`src/rtl/mat44_vec4_seq_if.sv`:
```
// Operand/result handshake bundle for mat44_vec4_seq.
// Slave side is the engine, master side is the feeder/consumer.
interface mat44_vec4_seq_if;
   logic              in_valid;
   logic              in_ready;
   logic [15:0][15:0] mat_i;
   logic [3:0][15:0]  vec_i;
   logic              out_valid;
   logic              out_ready;
   logic [3:0][15:0]  vec_o;

   modport master (
      output in_valid,
      output mat_i,
      output vec_i,
      output out_ready,
      input  in_ready,
      input  out_valid,
      input  vec_o
   );

   modport slave (
      input  in_valid,
      input  mat_i,
      input  vec_i,
      input  out_ready,
      output in_ready,
      output out_valid,
      output vec_o
   );
endinterface

```
`src/rtl/mat44_vec4_seq.sv`:
```
// Transpose-times-vector engine: vec_o[c] = sum_r vec[r]*mat[4r+c].
// Define MAT44_VEC4_SEQ_SAT_EN to saturate outputs instead of wrapping.
module mat44_vec4_seq (
   input logic              clk,
   input logic              reset,
   mat44_vec4_seq_if.slave  bus
);

   typedef enum logic [1:0] {
      IDLE,
      ACC,
      DONE
   } state_t;

   state_t            state;
   state_t            state_nx;
   logic [15:0][15:0] mat_q;
   logic [3:0][15:0]  vec_q;
   logic [3:0][33:0]  acc;
   logic [3:0][31:0]  prod;
   logic [1:0]        k;

   // State register
   always_ff @(posedge clk) begin
      if (reset) begin
         state <= IDLE;
      end else begin
         state <= state_nx;
      end
   end

   // Next-state decode; accept only in IDLE, release only in DONE
   always_comb begin
      state_nx = state;
      unique case (state)
         IDLE: if (bus.in_valid) state_nx = ACC;
         ACC:  if (k == 2'd3) state_nx = DONE;
         DONE: if (bus.out_ready) state_nx = IDLE;
         default: state_nx = IDLE;
      endcase
   end

   // One row of the matrix per cycle: row k scaled by vec[k]
   always_comb begin
      prod = '0;
      for (int c = 0; c < 4; c++) begin
         prod[c] = {16'd0, vec_q[k]} * {16'd0, mat_q[{k, 2'(c)}]};
      end
   end

   // Operand capture and accumulation
   always_ff @(posedge clk) begin
      if (reset) begin
         mat_q <= '0;
         vec_q <= '0;
         acc   <= '0;
         k     <= '0;
      end else begin
         unique case (state)
            IDLE: begin
               if (bus.in_valid) begin
                  mat_q <= bus.mat_i;
                  vec_q <= bus.vec_i;
                  acc   <= '0;
                  k     <= '0;
               end
            end
            ACC: begin
               for (int c = 0; c < 4; c++) begin
                  acc[c] <= acc[c] + {2'b00, prod[c]};
               end
               k <= k + 2'd1;
            end
            default: ;
         endcase
      end
   end

   // Handshake flags and result, decoded from registered state only
   always_comb begin
      bus.in_ready  = (state == IDLE);
      bus.out_valid = (state == DONE);
      bus.vec_o     = '0;
      if (state == DONE) begin
         for (int c = 0; c < 4; c++) begin
`ifdef MAT44_VEC4_SEQ_SAT_EN
            bus.vec_o[c] = (acc[c] > 34'h0FFFF) ? 16'hFFFF
                                                : acc[c][15:0];
`else
            bus.vec_o[c] = acc[c][15:0];
`endif
         end
      end
   end

endmodule

```
`src/flat_wrapper.sv`:
```
// flat-port wrapper written by rule: the top's interface ports become plain ports
module mat44_vec4_seq_flat 
  (clk, reset, bus_in_valid, bus_mat_i, bus_vec_i, bus_out_ready, bus_in_ready, bus_out_valid, bus_vec_o);
  mat44_vec4_seq_if bus_i ();
  input logic clk;
  input logic reset;
  input wire logic [$bits(bus_i.in_valid)-1:0] bus_in_valid;
  input wire logic [$bits(bus_i.mat_i)-1:0] bus_mat_i;
  input wire logic [$bits(bus_i.vec_i)-1:0] bus_vec_i;
  input wire logic [$bits(bus_i.out_ready)-1:0] bus_out_ready;
  output wire logic [$bits(bus_i.in_ready)-1:0] bus_in_ready;
  output wire logic [$bits(bus_i.out_valid)-1:0] bus_out_valid;
  output wire logic [$bits(bus_i.vec_o)-1:0] bus_vec_o;
  assign bus_i.in_valid = bus_in_valid;
  assign bus_i.mat_i = bus_mat_i;
  assign bus_i.vec_i = bus_vec_i;
  assign bus_i.out_ready = bus_out_ready;
  assign bus_in_ready = bus_i.in_ready;
  assign bus_out_valid = bus_i.out_valid;
  assign bus_vec_o = bus_i.vec_o;
  mat44_vec4_seq u_core (.clk(clk), .reset(reset), .bus(bus_i));
endmodule
```
`config.mk`:
```
export PLATFORM = sky130hd
export DESIGN_NAME = mat44_vec4_seq_flat
export DESIGN_NICKNAME = d
export VERILOG_FILES = /design/src/rtl/mat44_vec4_seq_if.sv /design/src/rtl/mat44_vec4_seq.sv /design/src/flat_wrapper.sv
export SDC_FILE = /design/constraint.sdc
export NUM_CORES = 2
export LEC_CHECK = 0
export ABC_AREA = 1
export CELL_PAD_IN_SITES_DETAIL_PLACEMENT = 1
export CELL_PAD_IN_SITES_GLOBAL_PLACEMENT = 2
export CORE_AREA = 5 5 365 331
export DETAILED_ROUTE_END_ITERATION = 16
export DIE_AREA = 0 0 370 336
export MAX_ROUTING_LAYER = met4
export PLACE_DENSITY_LB_ADDON = 0.15
export REMOVE_ABC_BUFFERS = 1
export SETUP_SLACK_MARGIN = 0.02
export SYNTH_ARGS = -nofsm -noshare
export SYNTH_HDL_FRONTEND = slang
export SYNTH_SLANG_ARGS = --single-unit
```
`constraint.sdc`:
```
create_clock -name clk -period 13.75 [get_ports clk]
set_input_delay 2.75 -clock clk [delete_from_list [all_inputs] [get_ports clk]]
set_output_delay 2.75 -clock clk [all_outputs]
set_load 0.05 [all_outputs]
```
======== After elaboration in Yosys (flattened, before gate mapping) ========
Index checks and enable logic that the tools add are counted.
word-level totals
  register bits ........................... 460
  bits of input ports ..................... 324
  output and inout bits ................... 66
  word-level logic and storage cells ...... 70
operators by class
  $add $sub $neg .......................... 5
  multipliers ............................. 4
  order comparisons ....................... 5
  equality and inequality tests ........... 6
  muxes and demuxes ....................... 19
  reduce and logical (&&, ||, !) cells .... 5
operators by type and width
  operator                                                    count
  one-hot mux 136 bit (2 select lines)                        1
  binary-select mux 16 bit (select 2 bit)                     5
  adder 34 x 32 -> 34 bit                                     4
  two-way mux 136 bit                                         1
  multiplier 16 x 16 -> 32 bit                                4
  two-way mux 16 bit                                          5
  two-way mux 64 bit                                          1
  less-than comparator 4 x 5 -> 1 bit, second input constant  4
  two-way mux 2 bit                                           4
  one-hot mux 2 bit (3 select lines)                          1
  == test 2 bit, second input constant                        2
  inequality test 2 bit, second input constant                2
  one-hot mux 2 bit (2 select lines)                          1
  AND reduction 2 bit                                         2
  less-than comparator 2 x 3 -> 1 bit, second input constant  1
  AND reduction 3 bit                                         1
  adder 2 x 1 -> 2 bit, second input constant                 1
  == test 2 x 1 -> 1 bit, second input constant               1
  logical NOT 2 bit                                           1
  inequality test 2 x 1 -> 1 bit, second input constant       1
  nonzero test 2 bit                                          1

======== Longest topological paths before layout ========
  depth in word-level cells ............... 5
  depth in mapped cells ................... 38

======== Least setup slack after synthesis ========
No wires, ideal clock.
  kind .................................... reg-to-reg
  from .................................... reg u_core.k[0]
  to ...................................... reg u_core.acc[13] (netlist name)
  setup time .............................. 132 ps
  data arrival time ....................... 6054 ps
  setup slack ............................. 7563 ps
  stages on the path, launching flop included .. 28
  buffers on the path ..................... 4
  path through ............................ dfxtp_1 > inv_2 > buf_6 > buf_4 > o211ai_1 > nand2_1 > buf_2 > inv_1 > clkbuf_1 > nor2_1 > fa_1 > inv_1 > fa_1 > fa_1 > fa_1 > inv_1 > fa_1 > inv_1 > fa_1 > inv_1 > ha_1 > inv_1 > or2_2 > nand2_1 > a21oi_1 > or2_2 > nand3_1 > a21oi_1
on the way
  cells in the longest elaborated chain, start to end .. 5
  elaborated cells on any way between the ends .. 7
  those cells by class .................... add/sub: 1; mul: 1; mux: 5
ends and longest elaborated chain
  item                                      RTL line              text
  start, declared                           mat44_vec4_seq.sv:21  logic [1:0] k;
  start signal, assigned                    mat44_vec4_seq.sv:72  k <= k + 2'd1;
  binary-select mux 16 bit (select 2 bit)   mat44_vec4_seq.sv:47  prod[c] = {16'd0, vec_q[k]} * {16'd0, mat_q[{k, 2'(c)}]};
  two-way mux 16 bit (implied by the code)  mat44_vec4_seq.sv:47
  multiplier 16 x 16 -> 32 bit (*)          mat44_vec4_seq.sv:47
  adder 34 x 32 -> 34 bit (*)               mat44_vec4_seq.sv:70  acc[c] <= acc[c] + {2'b00, prod[c]};
  one-hot mux 136 bit (2 select lines) (*)  mat44_vec4_seq.sv:59  unique case (state)
  end signal, assigned by index             mat44_vec4_seq.sv:70
  end, declared                             mat44_vec4_seq.sv:19  logic [3:0][33:0] acc;
Mark *: on every way between the ends. The rest lies on a longest branch, timed or not. The select of a mux whose other input is x is not followed.
A chain may end at the register's enable or synchronous reset.

======== Worst setup path after layout ========
  from .................................... reg u_core.k[0]
  to ...................................... reg u_core.acc[47] (netlist name)
Same word-level chain as after synthesis.

==> impl_metrics.csv <==
group,metric,value,unit
synth,synth_most_common_cell,"nand2_1",
synth,async_reset_ff_share,0,%
cells_and_area,regArea,7770,um2
placed_design,dp.final_hpwl,97.9,mm
placed_design,dpl_cell_area,39800,um2
cts,cts_setup_buffers,0,
synth,netlist_instances,4969,
cts,cts_buffers,51,
worst_setup_path,critPathMaxFanout,70,
cells_and_area,drive_gt1_share,3.30,%
worst_setup_path,r2r_cells,27,
synth,ys_ff_latch,388,
synth,synth_top_cell_area_share,22.4,%
run_status,status,"finished clean",
worst_hold_path,min-delay-start,"u_core.mat_q[128]",
timing,finalHoldViolCount,0,
timing,max_freq,0.122,GHz
cells_and_area,fillerInstances,14600,
cells_and_area,stdcell_area,41600,um2
power_and_ir_drop,ir_worst_vdd,0.0790,mV
timing,finClkSkew,30.3,ps
placed_design,dpl_worst_slack,5500,ps
cts,cts_resized,0,
cts,clk_path_buf_depth,3,
power_and_ir_drop,power.leakage,19.2,nW
floorplan,chipHeight,336,um
floorplan,dieArea,124000,um2
routing,drt_wl_total,132,mm
floorplan,num_rows,119,
timing,fin_crit_sh,59.7,%
cts,cts-root-buf,"clkbuf_16",
routing,vias_per_cell,4.64,
worst_setup_path,cp-end-kind,"flip-flop",
global_route,grt_use_total,21.6,%
routing,post_drt_wl_per_cell,19.3,um
worst_setup_path,regToRegEndpoint,"u_core.acc[47]",
cts,hold_buffers,0,
global_route,grt_pass1_vias,32500,
synth,yosys_warnings,0,
timing,finalSetupViolCount,0,
synth,ys_seq_area_share,22.4,%
cts,cts_tree,"built",
worst_setup_path,arrival,8700,ps
power_and_ir_drop,powerDensity,150,nW/um2
synth,synth-main-ff-cell,"dfxtp_1",
worst_setup_path,r2r_start,"u_core.k[0]",
floorplan,pin_count,390,
timing,relSlewSlack,29.2,%
floorplan,start_util,29.7,%
placed_design,io_buffers,389,
worst_setup_path,start_kind,"flip-flop",
routing,route.detailed.drc,0,
synth,synth_top_area_cell,"dfxtp_1",
cts,cts.sinks,388,
cts,clkLatencyLatePin,650,ps
worst_setup_path,required,14230,ps
worst_hold_path,hold-path-cell-count,2,
worst_setup_path,crit_type,"flip-flop to flip-flop",
synth,synth_edf_count,0,
synth,synth_area,34600,um2
timing,tightest_slew,1060,ps
synth,synth.distinct_cells,36,
routing,postRouteAntennaNets,0,
global_route,antenna_found_initial,9,
floorplan,dieWidth,370,um
timing,finalMaxSlewViolations,0,
timing,grt_setup_unrepaired,"no",
worst_setup_path,r2r_setup_slack,5540,ps
placed_design,place_congestion,0.842,
global_route,grt_overflow_total,0,
timing,min_period,8210,ps
timing,timing.final.ws_setup,5540,ps
cts,htreeDepth,2,
routing,first_pass_iters,5,
routing,num_vias,31700,
cells_and_area,multiInputGateArea,22300,um2
worst_hold_path,min_to,"u_core.mat_q[128]",
job,drv_cap,0,
cts,clkTransAtPathRegs,60,ps
synth,synth_area_leaders,"dfxtp_1 22%, fa_1 22%, nand2_1 11%",
cells_and_area,syn2layout_area_growth,20.0,%
synth,synth_common_cells,"1043 x nand2_1, 907 x inv_1, 789 x nor2_1",
routing,dr.first_iter.drc_count,1587,
floorplan,coreArea,116000,um2
global_route,grt_pass1_wl,199,mm
synth,avgSynthCellArea,6.97,um2
global_route,grt_max_degree,183,
cells_and_area,nets,6113,
worst_hold_path,hold_class,"flip-flop to flip-flop",
cell families after synthesis:
group | share of synthesized area, %
compound gates | 10.3
flops | 22.4
xor+xnor | 0.632
simple gates | 24.2
buf+inv | 13.2
fa+ha+maj | 29.3
layout make-up:
type                            count  area share [%]
Tap cell                         1573            4.73
Clock inverter                     21           0.698
Multi-Input combinational cell   3403            53.7
Clock buffer                       74            3.52
Timing Repair Buffer              426            10.1
Inverter                          934            8.49
Sequential cell                   388            18.7
Antenna cell                        7          0.0421
per-layer routing:
metal | track usage (%) | part of all wire, %
met2 | 32.6 | 43
met4 | 3.38 | 1.4
met3 | 3.20 | 4.5
met1 | 31.2 | 51
met5 | - | 0
worst max-delay path, stage by stage (launching register included):
cell      delay, ps
dfxtp_4         420
inv_6           360
buf_4           690
buf_4           760
nand2_1         110
a32oi_1         460
clkinv_1        440
nor2_1          260
fa_1            410
inv_1            80
fa_1            430
fa_1            510
inv_1            40
ha_1            290
fa_1            480
inv_1            40
fa_1            470
inv_1            40
ha_1            300
nand2_1          80
nor3_1          280
a21oi_1         140
or2_2           300
nand2_1          70
a21oi_1          70
or2_2           270
nand3_1          70
a21oi_1          70
how the worst max path moves through the flow:
stage	start	endpoint	slack, ps	cells past startpoint
2_1_floorplan	bus_in_valid	u_core.acc[108]	-3450	5
3_3_place_gp	u_core.k[0]	u_core.acc[47]	5630	27
3_5_place_dp	u_core.k[0]	u_core.acc[47]	5500	27
4_1_cts	u_core.k[0]	u_core.acc[47]	5470	27
5_1_grt	u_core.k[0]	u_core.acc[47]	4870	27
6_report	u_core.k[0]	u_core.acc[47]	5540	27
power breakdown:
part           internal (mW)  total, mW  leakage, nW  switching (mW)
Clock                  0.838       1.41        0.851           0.577
Sequential              1.27       1.35         3.21          0.0802
Combinational           1.17       3.46         15.2            2.29
sequential cells by signal, summed over array words and instances (netlist names):
signal,cells
u_core.acc,64
u_core.mat_q,256
u_core.state,2
u_core.k,2
u_core.vec_q,64
metrics by stage:
stage	setup TNS, ps	power [mW]	hold WS, ps	util [%]	instances
global placement	0	4.80	438	34.2	6724
floorplan	-521770	3.71	426	-	4725
global route	0	6.89	472	35.7	6825
detailed placement	0	4.85	445	34.2	6724
CTS	0	6.33	453	35.7	6819
finish	0	6.23	449	35.7	6826
layout by cell type (no fill, tap or decap), types with 3 or more instances in the layout:
| cell | n |
|---|---|
| clkinv_2 | 7 |
| or2_2 | 24 |
| fa_1 | 376 |
| xor2_1 | 14 |
| nand2_2 | 6 |
| nand2_1 | 1039 |
| a31oi_1 | 4 |
| or2_1 | 3 |
| diode_2 | 7 |
| o211ai_1 | 40 |
| o2111ai_1 | 4 |
| o21ai_1 | 13 |
| inv_1 | 904 |
| nor2_1 | 788 |
| o21ai_0 | 361 |
| clkinvlp_4 | 3 |
| a21oi_1 | 239 |
| bufinv_16 | 5 |
| a21o_1 | 8 |
| dfxtp_1 | 386 |
| clkbuf_8 | 8 |
| nand3b_1 | 18 |
| clkbuf_1 | 14 |
| clkinv_4 | 3 |
| xnor2_1 | 11 |
| ha_1 | 209 |
| nand3_1 | 213 |
| buf_4 | 35 |
| inv_2 | 12 |
| clkdlybuf4s50_1 | 388 |
| clkinv_1 | 14 |
| nor3_1 | 16 |
| clkbuf_16 | 52 |
(Power assumes the default switching activity.)
